$ cat config.mk
export PLATFORM = sky130hd
export DESIGN_NAME = demux_burst
export DESIGN_NICKNAME = d
export VERILOG_FILES = /design/src/rtl/demux_pkg.sv /design/src/rtl/demux_ptr.sv /design/src/rtl/demux_burst.sv
export SDC_FILE = /design/constraint.sdc
export NUM_CORES = 1
export LEC_CHECK = 0
export BUFFER_PORTS_ARGS = -buffer_cell sky130_fd_sc_hd__buf_2
export CORE_MARGIN = 5
export CORE_UTILIZATION = 65
export CTS_BUF_LIST = sky130_fd_sc_hd__clkbuf_2
export CTS_CLUSTER_DIAMETER = 40
export DETAILED_ROUTE_END_ITERATION = 10
export GPL_TIMING_DRIVEN = 0
export PLACE_DENSITY = 0.95
export SYNTH_ARGS = -nofsm -noshare
export SYNTH_HDL_FRONTEND = slang
export SYNTH_SLANG_ARGS = --single-unit
$ cat constraint.sdc
create_clock -name clk -period 3.5 [get_ports clk]
set_input_delay 0.35 -clock clk [delete_from_list [all_inputs] [get_ports clk]]
set_output_delay 0.35 -clock clk [all_outputs]
set_load 0.02 [all_outputs]
$ cat src/rtl/demux_pkg.sv
// Shared types and defaults for the burst-loading demultiplexer.
package demux_pkg;

  localparam int unsigned SEL_W_DEFAULT = 4;

  typedef enum logic [1:0] {
    ST_IDLE   = 2'd0,
    ST_BURST  = 2'd1,
    ST_COMMIT = 2'd2
  } state_t;

endpackage

$ cat src/rtl/demux_ptr.sv
// Loadable wrapping up-counter used as the burst write pointer.
module demux_ptr #(
  parameter int SEL_W = 4
) (
  input  logic             clk,
  input  logic             rst,
  input  logic             load,
  input  logic [SEL_W-1:0] load_val,
  input  logic             inc,
  output logic [SEL_W-1:0] q
);

  localparam logic [SEL_W-1:0] ONE = SEL_W'(1);

  // NOTE: sequential state uses non-blocking assignments so every flop samples pre-edge values.
  always_ff @(posedge clk) begin
    if (rst) begin
      q <= '0;
    end else if (load) begin
      q <= load_val;
    end else if (inc) begin
      q <= q + ONE;  // natural wrap from N-1 to 0
    end
  end

endmodule

$ cat src/rtl/demux_burst.sv
// Registered 1-to-N demux: single-bit writes or handshaked bursts staged
// in a shadow bank and published to y in one cycle.
module demux_burst
  import demux_pkg::*;
#(
  parameter int SEL_W = SEL_W_DEFAULT
) (
  input  logic               clk,
  input  logic               rst,
  input  logic               d,
  input  logic [SEL_W-1:0]   s,
  input  logic [SEL_W-1:0]   len,
  input  logic               wr,
  input  logic               start,
  input  logic               in_valid,
  output logic               in_ready,
  input  logic               clr,
  output logic               busy,
  output logic               done,
  output logic [2**SEL_W-1:0] y
);

  localparam int N = 2**SEL_W;
  localparam logic [SEL_W-1:0] CNT_ONE = SEL_W'(1);

  state_t           state;
  logic [N-1:0]     sh;
  logic [SEL_W-1:0] ptr;
  logic [SEL_W-1:0] cnt;
  logic             ptr_load;
  logic             ptr_inc;

  // Moore outputs: decoded from state only.
  assign busy     = (state != ST_IDLE);
  assign in_ready = (state == ST_BURST);

  assign ptr_load = !clr && (state == ST_IDLE) && start;
  assign ptr_inc  = !clr && (state == ST_BURST) && in_valid;

  demux_ptr #(
    .SEL_W (SEL_W)
  ) u_ptr (
    .clk      (clk),
    .rst      (rst),
    .load     (ptr_load),
    .load_val (s),
    .inc      (ptr_inc),
    .q        (ptr)
  );

  // NOTE: both banks are plain flop vectors, so they take the reset value like any other register.
  always_ff @(posedge clk) begin
    if (rst) begin
      state <= ST_IDLE;
      y     <= '0;
      sh    <= '0;
      cnt   <= '0;
      done  <= 1'b0;
    end else begin
      done <= 1'b0;
      if (clr) begin
        // Abort anything in flight; no done pulse for a discarded burst.
        y     <= '0;
        sh    <= '0;
        state <= ST_IDLE;
      end else begin
        unique case (state)
          ST_IDLE: begin
            if (start) begin
              // Shadow starts as a copy of y so unwritten bits keep their value.
              sh    <= y;
              cnt   <= len;
              state <= ST_BURST;
            end else if (wr) begin
              y[s]  <= d;
              sh[s] <= d;
            end
          end
          ST_BURST: begin
            if (in_valid) begin
              sh[ptr] <= d;
              if (cnt == '0) begin
                state <= ST_COMMIT;
              end else begin
                cnt <= cnt - CNT_ONE;
              end
            end
          end
          ST_COMMIT: begin
            y     <= sh;
            done  <= 1'b1;
            state <= ST_IDLE;
          end
          default: begin
            state <= ST_IDLE;
          end
        endcase
      end
    end
  end

endmodule

==> flow_metrics.py <==
metrics = {
    "status": {
        "outcome": "finished, final reports clean",
    },
    "power_and_ir_drop": {
        "peakVddDrop_v": 0.000206,
        "leakage_nw": 1.26,
        "p_per_area_nw_per_um2": 308,
    },
    "placement": {
        "port-buffer-count": 33,
        "gp_congestion": 0.937,
        "post-dp-hpwl_microns": 5900,
        "place_worst_setup_slack_ps": 1450,
    },
    "route": {
        "drtPass1Iterations": 5,
        "wl_met2_microns": 4000,
        "drtAntennaViolNets": 0,
        "routed_wirelength_microns": 8350,
        "vias": 3121,
        "drc_errors": 0,
        "first_iter_violations": 569,
        "dr_wl_met3_microns": 798,
        "top_layer": "met4",
        "wl_per_cell_microns": 18.6,
        "vias_per_cell": 6.97,
        "m1WireLength_microns": 3310,
    },
    "global_route": {
        "grt_max_degree": 13,
        "grt_antenna_before_repair": 0,
        "grt_pass1_vias": 2964,
        "grt_usage_pct": 28.3,
        "overflow": 0,
        "grt_pass1_wl_microns": 13900,
    },
    "critical_path": {
        "reg2reg_to": "sh[10]$_SDFFE_PP0P_",
        "critPathLaunchType": "register",
        "cp.required_ps": 3150,
        "critPathArrivalTime_ps": 1900,
        "rr_startpoint": "state[1]$_SDFFE_PP0P_",
        "critPathMaxFanout": 10,
        "critPathCapture": "in_ready",
        "startpoint": "state[0]$_SDFFE_PP0P_",
        "critPathKind": "reg -> out",
        "rr_worst_depth": 6,
        "r2r_slack_ps": 1350,
        "endpoint_kind": "output port",
    },
    "floorplanning": {
        "die_h_microns": 76.2,
        "core_area_sq_um": 4290,
        "die_width_microns": 76.2,
        "die_area_sq_um": 5810,
        "ios": 34,
        "row_count": 24,
        "initial_core_util_pct": 66.4,
    },
    "finish": {
        "num_antenna_cells": 0,
        "drive_above_1_share_pct": 14.6,
        "multi_input_area_sq_um": 1810,
        "n_fill_cell": 344,
        "area_growth_pct": 9.39,
        "nets": 415,
        "seq_area_sq_um": 861,
    },
    "cts": {
        "clock_path_buffers": 2,
        "cts_setup_buffers": 0,
        "cts_tree": "yes",
        "clk_latency_ps": 420,
        "clk_transition_reported_paths_ps": 220,
        "clock_sinks": 43,
        "cts_buffers": 5,
        "ctsResizeCount": 0,
        "hold_buffers": 0,
        "h-tree-depth": 2,
        "root_buffer": "clkbuf_2",
    },
    "timing": {
        "slew_viol_final": 0,
        "slew_headroom_pct": 53.3,
        "fin_crit_ps": 2250,
        "setup_viol": 0,
        "hold_violations": 0,
        "tightest_slew_ps": 696,
        "final.setup.worst_slack_ps": 1250,
        "fmax_ghz": 0.445,
        "rsz0062_at_grt": "no",
        "setup_tns_ps": 0,
        "fin_worst_skew_ps": 35.6,
        "fin_crit_sh_pct": 64.2,
    },
    "synthesis": {
        "synth_edf_count": 0,
        "syn_area_sq_um": 2850,
        "syn_inst": 355,
        "async_flop_share_pct": 0,
        "ys_types": 49,
        "yosys_warnings": 0,
        "synthFlopType": "dfxtp_1",
        "synth-seq-cells": 43,
        "seq_area_frac_synth_pct": 30.2,
        "syn_area_per_cell_sq_um": 8.03,
        "syn_nets": 375,
    },
    "job": {
        "drv_cap": 0,
    },
    "worst_hold_path": {
        "hold_class": "in -> reg",
    },
}
## cell type report
cell class,instances,area share [%]
multi-input cells,271,58.1
flip-flops and latches,43,27.6
repair buffers,33,5.30
plain buffers,32,4.57
well taps,52,2.09
inverters,9,1.08
clock buffers,6,0.963
clock inverters,2,0.241
## critical path, stage by stage (launching register included)
cell and delay [ps]:
dfxtp_1 450, nand2b_1 160, inv_2 120, buf_2 240
buf_2 290, buf_2 210
## layout by cell type (no fill, tap or decap), types with 3 or more instances in the layout
| cell | count |
|---|---|
| a211oi_1 | 16 |
| a21oi_1 | 26 |
| a221oi_1 | 16 |
| a31oi_1 | 11 |
| and3_1 | 16 |
| and4b_1 | 4 |
| buf_2 | 42 |
| clkbuf_1 | 19 |
| clkbuf_2 | 6 |
| dfxtp_1 | 43 |
| ha_1 | 5 |
| inv_1 | 8 |
| mux2i_1 | 19 |
| nand2_1 | 30 |
| nand2b_1 | 3 |
| nand3_1 | 6 |
| nand3b_1 | 9 |
| nor2_1 | 22 |
| nor2b_1 | 3 |
| nor3_1 | 13 |
| nor4b_1 | 5 |
| nor4bb_1 | 7 |
| o21ai_0 | 18 |
| o31a_1 | 4 |
| or3_1 | 13 |
## synth_stat cells, types with 11 or more instances
master / number / area share (%)
dfxtp_1: 43 / 30
or3_1: 13 / 2.9
o21ai_0: 18 / 3.2
mux2i_1: 19 / 6.7
nand2_1: 30 / 4.0
a31oi_1: 11 / 2.4
and3_1: 16 / 3.5
a21oi_1: 26 / 4.6
nor2_1: 22 / 2.9
nor3_1: 13 / 2.3
clkbuf_1: 19 / 2.5
a211oi_1: 16 / 4.2
a221oi_1: 16 / 4.9
## worst min path at each step
stage                         from                    end  cells after the start
2_1_floorplan  cnt[3]$_SDFFE_PP0P_    cnt[3]$_SDFFE_PP0P_                      2
3_3_place_gp   cnt[3]$_SDFFE_PP0P_    cnt[3]$_SDFFE_PP0P_                      2
3_5_place_dp   cnt[3]$_SDFFE_PP0P_    cnt[3]$_SDFFE_PP0P_                      2
4_1_cts                   in_valid  state[1]$_SDFFE_PP0P_                      3
5_1_grt                   in_valid  state[1]$_SDFFE_PP0P_                      3
6_report                  in_valid  state[1]$_SDFFE_PP0P_                      3
## per-stage QoR
| step | power [W] | hold slack, ps | instance area, sq um | utilization (%) | instances |
|---|---|---|---|---|---|
| floorplan | 0.000686 | 458 | 2850 | - | 355 |
| global placement | 0.000740 | 472 | 3080 | 71.7 | 440 |
| detailed placement | 0.000751 | 474 | 3080 | 71.7 | 440 |
| CTS | 0.000956 | 140 | 3120 | 72.6 | 448 |
| global route | 0.00101 | 146 | 3120 | 72.6 | 448 |
| finish | 0.000959 | 155 | 3120 | 72.6 | 448 |
## flip-flops by register name, indices dropped and copies added, names as in the netlist
signal   cells
cnt          4
state        2
y           16
sh          16
done         1
u_ptr.q      4
## logic make-up (layout without fill, tap and decap cells)
logic type | Yosys count | count (layout) | synth area share [%]
xor gates and xnor gates | 1 | 1 | 0.307
adders and majority gates | 5 | 5 | 2.19
muxes | 19 | 19 | 6.67
buffers and inverters | 41 | 82 | 6.19
DFF | 43 | 43 | 30.2
and+or+nand+nor | 142 | 142 | 29.5
AOI/OAI and AO/OA | 104 | 104 | 25.0
## power breakdown
group,switching [W],internal [W],total (W)
logic,0.000144,0.0000874,0.000231
clock network,0.000162,0.0000480,0.000210
registers,0.0000119,0.000507,0.000518
## metal layers
layer | track usage [%] | up-vias
met2 | 47.5 | 203
met5 | 0 | -
met4 | 12.4 | 0
met1 | 35.5 | 1464
li1 | - | 1417
met3 | 4.37 | 37
(Power assumes the default switching activity.)
